### src/rtl/mac_dot_engine.sv
// mac_dot_engine: pipelined TAPS-lane dot product with frame accumulation.
// Ports: clk, rst (async active-low), in_* beat, a_vec/x_vec, out_*, busy.
module mac_dot_engine #(
    parameter int TAPS = 9,
    parameter int DW   = 8,
    parameter int ACCW = 24
) (
    input  logic                 clk,
    input  logic                 rst,
    input  logic                 in_valid,
    input  logic                 in_last,
    input  logic                 in_signed,
    input  logic [TAPS*DW-1:0]   a_vec,
    input  logic [TAPS*DW-1:0]   x_vec,
    output logic                 out_valid,
    output logic [ACCW-1:0]      out_sum,
    output logic                 out_ovf,
    output logic                 busy
);

    localparam int PW = 2 * DW;

    function automatic logic [PW-1:0] mul(
        input logic [DW-1:0] a,
        input logic [DW-1:0] x,
        input logic          s
    );
        logic signed [PW-1:0] sp;
        logic [PW-1:0]        up;
        sp = $signed(a) * $signed(x);
        up = {{DW{1'b0}}, a} * {{DW{1'b0}}, x};
        return s ? sp : up;
    endfunction

    function automatic logic [ACCW:0] ext(
        input logic [PW-1:0] p,
        input logic          s
    );
        return s ? {{(ACCW+1-PW){p[PW-1]}}, p}
                 : {{(ACCW+1-PW){1'b0}}, p};
    endfunction

    // frame tracker; sign mode is frozen on the first beat
    logic in_frame;
    logic sign_q;
    logic first;
    logic sgn;

    assign first = in_valid & ~in_frame;
    assign sgn   = first ? in_signed : sign_q;

    always_ff @(posedge clk or negedge rst) begin
        if (!rst) begin
            in_frame <= 1'b0;
            sign_q   <= 1'b0;
        end else if (in_valid) begin
            in_frame <= ~in_last;
            if (first)
                sign_q <= in_signed;
        end
    end

    // stage 1: lane multipliers
    logic          s1_valid, s1_first, s1_last, s1_sgn;
    logic [PW-1:0] s1_prod [TAPS];

    always_ff @(posedge clk or negedge rst) begin
        if (!rst) begin
            s1_valid <= 1'b0;
            s1_first <= 1'b0;
            s1_last  <= 1'b0;
            s1_sgn   <= 1'b0;
            for (int i = 0; i < TAPS; i++)
                s1_prod[i] <= '0;
        end else begin
            s1_valid <= in_valid;
            if (in_valid) begin
                s1_first <= first;
                s1_last  <= in_last;
                s1_sgn   <= sgn;
                // lane 0 sits in the MSB slice
                for (int i = 0; i < TAPS; i++)
                    s1_prod[i] <= mul(a_vec[(TAPS-1-i)*DW +: DW],
                                      x_vec[(TAPS-1-i)*DW +: DW], sgn);
            end
        end
    end

    // stage 2: adder tree over all lanes
    logic [ACCW:0] tree_c;
    logic          s2_valid, s2_first, s2_last, s2_sgn;
    logic [ACCW:0] s2_tree;

    always_comb begin
        tree_c = '0;
        for (int i = 0; i < TAPS; i++)
            tree_c = tree_c + ext(s1_prod[i], s1_sgn);
    end

    always_ff @(posedge clk or negedge rst) begin
        if (!rst) begin
            s2_valid <= 1'b0;
            s2_first <= 1'b0;
            s2_last  <= 1'b0;
            s2_sgn   <= 1'b0;
            s2_tree  <= '0;
        end else begin
            s2_valid <= s1_valid;
            if (s1_valid) begin
                s2_first <= s1_first;
                s2_last  <= s1_last;
                s2_sgn   <= s1_sgn;
                s2_tree  <= tree_c;
            end
        end
    end

    // stage 3: accumulate with range check in ACCW+1 bits
    logic [ACCW-1:0] acc;
    logic            ovf_q;
    logic [ACCW:0]   acc_ext;
    logic [ACCW:0]   sum_c;
    logic            ovf_c;
    logic            ovf_n;

    always_comb begin
        if (s2_first)
            acc_ext = '0;
        else if (s2_sgn)
            acc_ext = {acc[ACCW-1], acc};
        else
            acc_ext = {1'b0, acc};
        sum_c = acc_ext + s2_tree;
        ovf_c = s2_sgn ? (sum_c[ACCW] ^ sum_c[ACCW-1]) : sum_c[ACCW];
        ovf_n = ovf_c | (~s2_first & ovf_q);
    end

    always_ff @(posedge clk or negedge rst) begin
        if (!rst) begin
            acc       <= '0;
            ovf_q     <= 1'b0;
            out_valid <= 1'b0;
            out_sum   <= '0;
            out_ovf   <= 1'b0;
        end else begin
            out_valid <= s2_valid & s2_last;
            if (s2_valid) begin
                acc   <= sum_c[ACCW-1:0];
                ovf_q <= ovf_n;
                if (s2_last) begin
                    out_sum <= sum_c[ACCW-1:0];
                    out_ovf <= ovf_n;
                end
            end
        end
    end

    assign busy = in_frame | s1_valid | s2_valid;

endmodule

### config.mk
export PLATFORM = sky130hd
export DESIGN_NAME = mac_dot_engine
export DESIGN_NICKNAME = d
export VERILOG_FILES = /design/src/rtl/mac_dot_engine.sv
export SDC_FILE = /design/constraint.sdc
export NUM_CORES = 2
export LEC_CHECK = 0
export ABC_AREA = 1
export BUFFER_PORTS_ARGS = -buffer_cell sky130_fd_sc_hd__buf_2
export CORE_UTILIZATION = 50
export DETAILED_ROUTE_END_ITERATION = 6
export GPL_TIMING_DRIVEN = 0
export PLACE_DENSITY = 0.71
export SLEW_MARGIN = 20
export SYNTH_ARGS = -nofsm -noshare
export SYNTH_HDL_FRONTEND = slang
export SYNTH_SLANG_ARGS = --single-unit
### constraint.sdc
create_clock -name clk -period 3.9 [get_ports clk]
set_input_delay 1.17 -clock clk [delete_from_list [all_inputs] [get_ports clk]]
set_output_delay 1.17 -clock clk [all_outputs]
set_load 0.05 [all_outputs]
==> results.toml <==
[timing]
setup_ws_ns = -0.677
grt_setup_unrepaired = "yes"
finalCritPeriodShare_pct = 117
hold_violations = 0
finalSetupViolCount = 100
worstMarginPinSlew_ns = 1.47
slew_violations = 0
max_freq_mhz = 218
holdWs_ns = 0.477
fin_worst_skew_ns = 0.0232
finalCriticalPeriod_ns = 4.58
relSlewSlack_pct = 2.11

[final_layout]
fin_util_pct = 65.3
multi_input_comb_area_sq_um = 46500
synthToLayoutAreaGrowth_pct = 29.6
n_fill_cell = 8632
drive_gt1_share_pct = 28.4
num_antenna_cells = 0
seqCellArea_sq_um = 5740
fin_area_sq_um = 68600
finalNetCount = 8941

[grt]
grt_pass1_wl_mm = 257
grt_pass1_vias = 48000
antenna_found_initial = 5
overflow = 0
track_usage_pct = 30.4
grt_max_degree = 99

[floorplanning]
die_h_um = 327
dieArea_sq_um = 107000
core-area_sq_um = 105000
start_util_pct = 50.4
ioPinCount = 176
die_w_um = 327
num_rows = 119

[route]
drt_wl_total_mm = 163
drtIter0Drc = 3169
drt-met1-wl_mm = 65.8
wl_per_cell_um = 18.6
via_per_inst = 5.27
dr_total_vias = 46100
highest_layer = "met5"
antenna_left = 0
wl_met3_mm = 9.40
drtPass1Iterations = 7
drc = 2
dr_wl_met2_mm = 80.7

[job]
cap_violations = 0

[synthesis]
synth_largest_area_cell = "fa_1"
synthTopCellsByArea = "fa_1, inv_1, ha_1"
avgSynthCellArea_sq_um = 7.62
netlist_instances = 6951
yosysWarningCount = 0
synth_cell_types = 40
ys_seq_area_share_pct = 10.8
syn-cell-area_sq_um = 53000
synth-edff-count = 0
ys.flop_type = "dfrtp_1"
ys_ff_latch = 229
synthArstFlopShare_pct = 100
synth.top_cell.area_share_pct = 33.6
syn-num-nets = 8556

[worst_hold_path]
hp-class = "flop to flop"
min-delay-start = "s1_last"
holdPathStages = 2
hold_path_end = "s1_last"

[clock_network]
max-clock-path-buffers = 3
insertion_delay_ns = 0.57
clock-sinks = 229
cts_hold_buffers = 0
numCtsBuffers = 26
h-tree-depth = 1
cts_tree = "built"
path_clk_slew_ns = 0.08
cts_root_buf = "clkbuf_16"

[critical_path]
path_depth = 19
critPathArrivalTime_ns = 5.04
worstReg2RegEnd = "s2_tree[14]"
regToRegSetupSlack_ns = -0.33
worstSetupPathType = "input port to flop"
crit_path_max_fanout = 5
worst-path-buf-inv = 6
worstSetupEndpointType = "flop"
cp.required_ns = 4.36
startpoint_type = "input port"
critPathTopFamily = "adder cells"
r2r-start = "s1_prod[98]"
slowest_stage = "fa_1"
cpPeakStageDelay_ns = 0.56
crit_chain = "clkbuf_16, nand2_4, inv_2, fa_1, inv_2, fa_1, inv_1, fa_1, inv_2, fa_1, inv_2, ha_4, nand2_4, nor3_2, nor2_2, o21ai_2, xor2_1, nand2_1, a31oi_1"
rr_worst_depth = 19

[placed_design]
dp_hpwl_mm = 129
pre_cts_slack_ns = -1.41
dpl_cell_area_sq_um = 59700
io_buffer_count = 31
gp_congestion = 0.972

[status]
violations = "design-rule violations, negative setup slack"
outcome = "finished with violations"
## cell usage after synthesis, drive strengths merged, types with 8 or more instances
master,instances
nand4,31
dfrtp,229
a31oi,63
inv,1957
ha,568
nor2,361
o22ai,8
a21oi,330
nand3b,13
fa,888
o21ai,396
nand3,239
clkbuf,182
xnor2,76
or2,52
o21bai,15
clkinv,9
buf,39
a21o,20
xor2,42
nand2,1378
nor3,34
## sequential cells by signal, indices dropped and copies added, names as in the netlist
name / cells
s2_sgn: 1
s1_prod: 144
ovf_q: 1
out_valid: 1
s2_last: 1
in_frame: 1
out_ovf: 1
s1_valid: 1
s1_last: 1
s1_first: 1
s2_valid: 1
out_sum: 24
s2_first: 1
s1_sgn: 1
s2_tree: 25
acc: 24
## logic make-up (layout without fill, tap and decap cells)
logic type | after synthesis | count (layout) | share of synthesized area [%]
AOI/OAI and AO/OA | 850 | 850 | 8.47
xor gates and xnor gates | 118 | 118 | 1.95
adders and majority gates | 1456 | 1456 | 47.0
and+or+nand+nor | 2111 | 2111 | 16.1
buffers and inverters | 2187 | 2592 | 15.7
DFF | 229 | 229 | 10.8
## through the flow
step	TNS, ns	std cells
floorplan	-59.28	6951
global placement	-674.01	8373
detailed placement	-107.25	8375
CTS	-36.71	8628
global route	-55.21	8747
finish	-41.85	8747
## placed cells by master (no fill, tap or decap), drive strengths merged, types with 31 or more instances in the layout
| cell type | instances |
|---|---|
| clkbuf | 204 |
| nand2 | 1378 |
| a21oi | 330 |
| ha | 568 |
| fa | 888 |
| inv | 1957 |
| xor2 | 42 |
| nand4 | 31 |
| or2 | 52 |
| a31oi | 63 |
| nor3 | 34 |
| buf | 408 |
| xnor2 | 76 |
| nor2 | 361 |
| o21ai | 396 |
| nand3 | 239 |
| dfrtp | 229 |
## worst register-to-register path: stages (launching register included)
cell and delay [ns]:
dfrtp_1 0.41, fa_1 0.61, fa_2 0.50, fa_1 0.54, inv_2 0.04, fa_1 0.53
inv_2 0.05, ha_4 0.15, fa_2 0.35, nand3_2 0.07, nand2_2 0.07, nand3_2 0.09
nand2_4 0.07, nand3_4 0.07, nand2_4 0.07, nand2_2 0.06, nand2_2 0.05, or2_4 0.22
nand3_2 0.07, nand2_1 0.07
## layer usage
layer	up-vias	track usage, %
met5	-	0
met4	4	9.61
met3	333	2.61
met2	1441	53.0
met1	22900	39.8
li1	21500	-
## worst max path at each step
| stage | from | to |
|---|---|---|
| final | x_vec[43] | s1_prod[90] |
| after global routing | a_vec[29] | s1_prod[62] |
| after CTS | x_vec[71] | s1_prod[139] |
| after detailed placement | a_vec[30] | s1_prod[59] |
| after global placement | rst | s1_prod[79] |
| after floorplan | x_vec[29] | s1_prod[60] |
## cell type report
type,count,share of cell area (%)
multi-input combinational,4535,67.7
inverter,1966,11.0
sequential,229,8.36
buffer,221,4.74
timing repair buffer,355,4.42
tap,1391,2.54
clock buffer,36,1.09
clock inverter,12,0.139
timing repair inverter,2,0.0255
## timing repair
action,CTS,global route
buffers inserted,201,123
resized for setup,761,661
setup endpoints to repair,106,118
pin swaps,480,440
cloned,4,0
Power is left out: the tool's default activity adds up to more than one toggle a clock period on the data nets, which glitch-free logic cannot reach.
